### src/rtl/apb_pkg.sv
// Shared types and helpers for the APB slave register file.
package apb_pkg;

  localparam int CNT_W = 4;

  typedef enum logic {
    IDLE   = 1'b0,
    ACCESS = 1'b1
  } slave_state_e;

  function automatic int bytes_per_word(input int data_width);
    return data_width / 8;
  endfunction

  function automatic int offset_bits(input int data_width);
    return $clog2(data_width / 8);
  endfunction

endpackage

### src/rtl/apb_regfile_mem.sv
// Word-addressed register storage: byte-strobed synchronous write,
// combinational read, synchronous clear on reset.
module apb_regfile_mem
  import apb_pkg::*;
#(
  parameter int DATA_WIDTH = 32,
  parameter int DEPTH      = 16,
  localparam int IDX_W     = (DEPTH > 1) ? $clog2(DEPTH) : 1,
  localparam int NB        = DATA_WIDTH / 8
) (
  input  logic                  clk,
  input  logic                  rst,
  input  logic                  we,
  input  logic [IDX_W-1:0]      waddr,
  input  logic [DATA_WIDTH-1:0] wdata,
  input  logic [NB-1:0]         wstrb,
  input  logic [IDX_W-1:0]      raddr,
  output logic [DATA_WIDTH-1:0] rdata
);

  logic [DATA_WIDTH-1:0] mem [DEPTH];

  always_ff @(posedge clk) begin
    if (rst) begin
      for (int i = 0; i < DEPTH; i++) begin
        mem[i] <= '0;
      end
    end else if (we) begin
      for (int b = 0; b < NB; b++) begin
        if (wstrb[b]) begin
          mem[waddr][8*b +: 8] <= wdata[8*b +: 8];
        end
      end
    end
  end

  assign rdata = mem[raddr];

endmodule

### src/rtl/apb_slave_regfile.sv
// APB slave with a small register file and configurable wait states.
// Define APB_SLAVE_PROT_CHECK_EN to make register index 0 privileged (pprot[0]).
module apb_slave_regfile
  import apb_pkg::*;
#(
  parameter int DATA_WIDTH  = 32,
  parameter int ADDR_WIDTH  = 10,
  parameter int DEPTH       = 16,
  parameter int WAIT_CYCLES = 0
) (
  input  logic                    pclk,
  input  logic                    preset,
  input  logic                    psel,
  input  logic                    penable,
  input  logic                    pwrite,
  input  logic [ADDR_WIDTH-1:0]   paddr,
  input  logic [2:0]              pprot,
  input  logic [DATA_WIDTH-1:0]   pwdata,
  input  logic [DATA_WIDTH/8-1:0] pstrb,
  output logic [DATA_WIDTH-1:0]   prdata,
  output logic                    pready,
  output logic                    pslverr
);

  localparam int NB    = bytes_per_word(DATA_WIDTH);
  localparam int OFF   = offset_bits(DATA_WIDTH);
  localparam int IDX_W = (DEPTH > 1) ? $clog2(DEPTH) : 1;

  // Handshake: a transfer is captured when IDLE sees psel with penable low;
  // it completes in the ACCESS cycle where pready is high, and a drop of psel
  // during ACCESS abandons it without a response or register update.
  slave_state_e          state_q, state_d;
  logic [CNT_W-1:0]      cnt_q, cnt_d;
  logic                  capture;
  logic                  done;

  logic [ADDR_WIDTH-1:0] addr_q;
  logic                  write_q;
  logic [DATA_WIDTH-1:0] wdata_q;
  logic [NB-1:0]         strb_q;
  logic [2:0]            prot_q;

  always_ff @(posedge pclk) begin
    if (preset) begin
      state_q <= IDLE;
      cnt_q   <= '0;
      addr_q  <= '0;
      write_q <= 1'b0;
      wdata_q <= '0;
      strb_q  <= '0;
      prot_q  <= '0;
    end else begin
      state_q <= state_d;
      cnt_q   <= cnt_d;
      if (capture) begin
        addr_q  <= paddr;
        write_q <= pwrite;
        wdata_q <= pwdata;
        strb_q  <= pstrb;
        prot_q  <= pprot;
      end
    end
  end

  always_comb begin
    state_d = state_q;
    cnt_d   = cnt_q;
    capture = 1'b0;
    done    = 1'b0;
    case (state_q)
      IDLE: begin
        if (psel && !penable) begin
          capture = 1'b1;
          cnt_d   = CNT_W'(WAIT_CYCLES);
          state_d = ACCESS;
        end
      end
      ACCESS: begin
        if (!psel) begin
          state_d = IDLE;
        end else if (cnt_q != '0) begin
          cnt_d = cnt_q - 1'b1;
        end else begin
          done    = 1'b1;
          state_d = IDLE;
        end
      end
      default: state_d = IDLE;
    endcase
  end

  // Decode works on the captured address so bus changes after setup are ignored.
  logic [ADDR_WIDTH-1:0] idx;
  logic                  misalign;
  logic                  range_err;
  logic                  prot_err;
  logic                  err;
  logic                  unused_prot;

  assign idx       = addr_q >> OFF;
  assign range_err = ({1'b0, idx} >= (ADDR_WIDTH+1)'(DEPTH));

  generate
    if (OFF > 0) begin : g_align
      assign misalign = |addr_q[OFF-1:0];
    end else begin : g_no_align
      assign misalign = 1'b0;
    end
  endgenerate

`ifdef APB_SLAVE_PROT_CHECK_EN
  assign prot_err    = (idx == '0) && !prot_q[0];
  assign unused_prot = ^prot_q[2:1];
`else
  assign prot_err    = 1'b0;
  assign unused_prot = ^prot_q;
`endif

  assign err = misalign | range_err | prot_err;

  logic                  mem_we;
  logic [DATA_WIDTH-1:0] mem_rdata;

  assign mem_we = done && write_q && !err;

  apb_regfile_mem #(
    .DATA_WIDTH (DATA_WIDTH),
    .DEPTH      (DEPTH)
  ) u_mem (
    .clk   (pclk),
    .rst   (preset),
    .we    (mem_we),
    .waddr (idx[IDX_W-1:0]),
    .wdata (wdata_q),
    .wstrb (strb_q),
    .raddr (idx[IDX_W-1:0]),
    .rdata (mem_rdata)
  );

  assign pready  = done;
  assign pslverr = done && err;
  assign prdata  = (done && !write_q && !err) ? mem_rdata : '0;

endmodule

### config.mk
export PLATFORM = sky130hd
export DESIGN_NAME = apb_slave_regfile
export DESIGN_NICKNAME = d
export VERILOG_FILES = /design/src/rtl/apb_pkg.sv /design/src/rtl/apb_regfile_mem.sv /design/src/rtl/apb_slave_regfile.sv
export SDC_FILE = /design/constraint.sdc
export NUM_CORES = 1
export LEC_CHECK = 0
export ABC_AREA = 1
export CAP_MARGIN = 40
export CELL_PAD_IN_SITES_DETAIL_PLACEMENT = 1
export CELL_PAD_IN_SITES_GLOBAL_PLACEMENT = 1
export CORE_AREA = 2 2 299 301
export DETAILED_ROUTE_END_ITERATION = 10
export DIE_AREA = 0 0 301 303
export PLACE_DENSITY = 0.64
export SETUP_SLACK_MARGIN = 0.15
export SYNTH_ARGS = -nofsm -noshare
export SYNTH_HDL_FRONTEND = slang
export SYNTH_SLANG_ARGS = --single-unit
### constraint.sdc
create_clock -name pclk -period 5 [get_ports pclk]
set_input_delay 0.75 -clock pclk [delete_from_list [all_inputs] [get_ports pclk]]
set_output_delay 0.75 -clock pclk [all_outputs]
set_load 0.01 [all_outputs]
==> results_dict.tcl <==
set metrics [dict create \
    slew_headroom_pct 14.6 \
    status "finished, final reports clean" \
    first_iter_violations 1312 \
    pin_count 88 \
    drt-total-wl_um 78400 \
    maxCapViolCount 0 \
    synth_ff_type "edfxtp_1" \
    cts_resized 0 \
    die_h_um 303 \
    irDropWorstVdd_uv 227 \
    slowest_stage "buf_12" \
    cts-buffers-inserted 56 \
    seq_area_frac_synth_pct 62.8 \
    path_clk_slew_ns 0.06 \
    synth.largest_area_cell "edfxtp_1" \
    antenna_cells 0 \
    power_density_mw_per_mm2 352 \
    yosys-top-cells-count "nand2_1 (666), nor2_1 (571), edfxtp_1 (512)" \
    cp.required_ns 4.25 \
    synth_most_common_cell "nand2_1" \
    cts_sinks 568 \
    grt_pass1_wl_um 120000 \
    ys_async_sr_fraction_pct 0 \
    start_kind "flip-flop" \
    cpMostUsedCell "nand3_1" \
    core_mm2 0.0880 \
    rsz0062_at_grt "false" \
    setup_tns_ns 0 \
    die_area_mm2 0.0912 \
    root_buffer "clkbuf_16" \
    route.detailed.drc 0 \
    core.rowCount 109 \
    postCtsHoldBufs 0 \
    overflow 0 \
    antenna_found_initial 0 \
    worst_ep_arrival_time_ns 3.43 \
    hpwl_um 50900 \
    start_util_pct 29.9 \
    place.port_buffers 84 \
    cp_max_fo 256 \
    avgSynthCellArea_um2 9.93 \
    synth-edff-count 512 \
    p_total_w 0.0106 \
    syn_nets 2700 \
    drive_above_1_share_pct 7.69 \
    hold_viol_final 0 \
    vias 19200 \
    post-route-period-util_pct 83.6 \
    drv_slew 0 \
    min_path_type "reg2reg" \
    synth_warnings 0 \
    skew_ns 0.0123 \
    globalRouteTotalUtil_pct 17.1 \
    final_cells 3856 \
    postCtsSetupBuffers 0 \
    h-tree-depth 2 \
    yosys-top-cells-area "edfxtp_1 (59%), nand2_1 (9.5%), nor2_1 (8.2%)" \
    setup_viol 0 \
    worstSkewPairLatency_ns 0.61 \
    finalNetCount 2704 \
    synth_cell_types 26 \
    period_needed_ns 4.18 \
    die_width_um 301 \
    crit_type "reg2out" \
    drtAntennaViolNets 0 \
    final_util_pct 34.2 \
    cp-end-kind "output port" \
    tritoncts "built" \
    detail_route.first_pass.iterations 5 \
    globalplace.congestion 0.814 \
    first_global_vias 20100 \
    path_cells "buf_12 -> nand2_1 -> nand3_1 -> nand3_1 -> nand3_1 -> nand2_1 -> nor2_1 -> clkdlybuf4s50_1" \
    syn-cell-area_mm2 0.0263 \
    tightest_slew_ns 1.28 \
    leakage_nw 11.1 \
    syn_inst 2645 \
    synth-seq-cells 568 \
    fmax_mhz 239 \
    yosysTopAreaCellShare_pct 58.5 \
    place_inst 3756 \
    area_delta_synth_final_pct 14.6 \
    clk_path_buf_depth 3 \
    viasPerCell 4.98 \
    wl_per_cell_um 20.3 \
    grt_max_degree 257 \
    cpPeakStageDelay_ns 0.68 \
]
==> stage by stage <==
step	hold slack, ns	setup slack [ns]	instance area [um^2]
after floorplan	0.429	2.38	26300
after global placement	0.453	1.04	28100
after detailed placement	0.461	1.04	28300
after CTS	0.471	0.792	30100
after global routing	0.496	0.584	30100
final	0.471	0.822	30100
==> worst max-delay path: cells and delay by family (launching register included) <==
kind / cells / cell delay (ns)
and+or+nand+nor: 6 / 0.92
DFF: 1 / 0.38
buffers and inverters: 2 / 1.26
==> flip-flops by register name, indices dropped and copies added (netlist names), named ones only <==
register	flops
wdata_q	32
addr_q	10
cnt_q	4
state_q	1
u_mem.mem	512
strb_q	4
write_q	1
==> layout make-up <==
cell class | count | area [um^2]
clock buffers | 67 | 1470
clock inverters | 33 | 322
fillers | 9914 | 57900
inverters | 68 | 264
multi-input cells | 1829 | 8730
flip-flops and latches | 568 | 16500
well taps | 1165 | 1460
repair buffers | 126 | 1340
==> cell families (layout without fill, tap and decap cells) <==
kind of cell / Yosys count / in the layout / synth area share [%]
adder cells (fa/ha/maj): 1 / 1 / 0.0476
buffers and inverters: 248 / 294 / 4.08
AND/OR/NAND/NOR: 1642 / 1642 / 29.4
flip-flops: 568 / 568 / 62.8
AO/OA/AOI/OAI: 186 / 186 / 3.69
==> where the power goes <==
| group | leakage, nW | switching [W] | internal, W |
|---|---|---|---|
| Sequential | 5.74 | 0.0000705 | 0.00532 |
| Combinational | 4.46 | 0.000754 | 0.000240 |
| Clock | 0.879 | 0.00182 | 0.00240 |
==> path summary, 6_finish.rpt <==
kind | startpoint | endpoint | slack, ns | cells past startpoint
hold / removal | addr_q[7] | addr_q[7] | 0.47 | 2
hold reg to reg | addr_q[7] | addr_q[7] | 0.47 | 2
setup / recovery | flip-flop | prdata[9] | 0.82 | 8
setup reg to reg | cnt_q[0] | u_mem.mem[9][1] | 2.03 | 9
==> layout by cell type, fill, tap and decap left out, drive strengths merged <==
cell type and instances:
nand2 666, nor2 577, nand3 331, nor3 1
and2 1, dfxtp 56, inv 35, clkinvlp 3
a31oi 31, clkinv 57, nand4 65, clkdlybuf4s50 84
bufinv 6, edfxtp 512, o21ai 42, a21oi 113
buf 42, ha 1, clkbuf 67, nand3b 1
==> layer usage <==
metal | wire length (um) | global-route usage, % | vias to the layer above
met5 | 0 | 0 | -
met4 | 1920 | 4.81 | 0
met3 | 2600 | 1.70 | 99
met2 | 39400 | 30.3 | 373
met1 | 34500 | 22.2 | 9720
li1 | - | - | 8998
(Power assumes the default switching activity.)
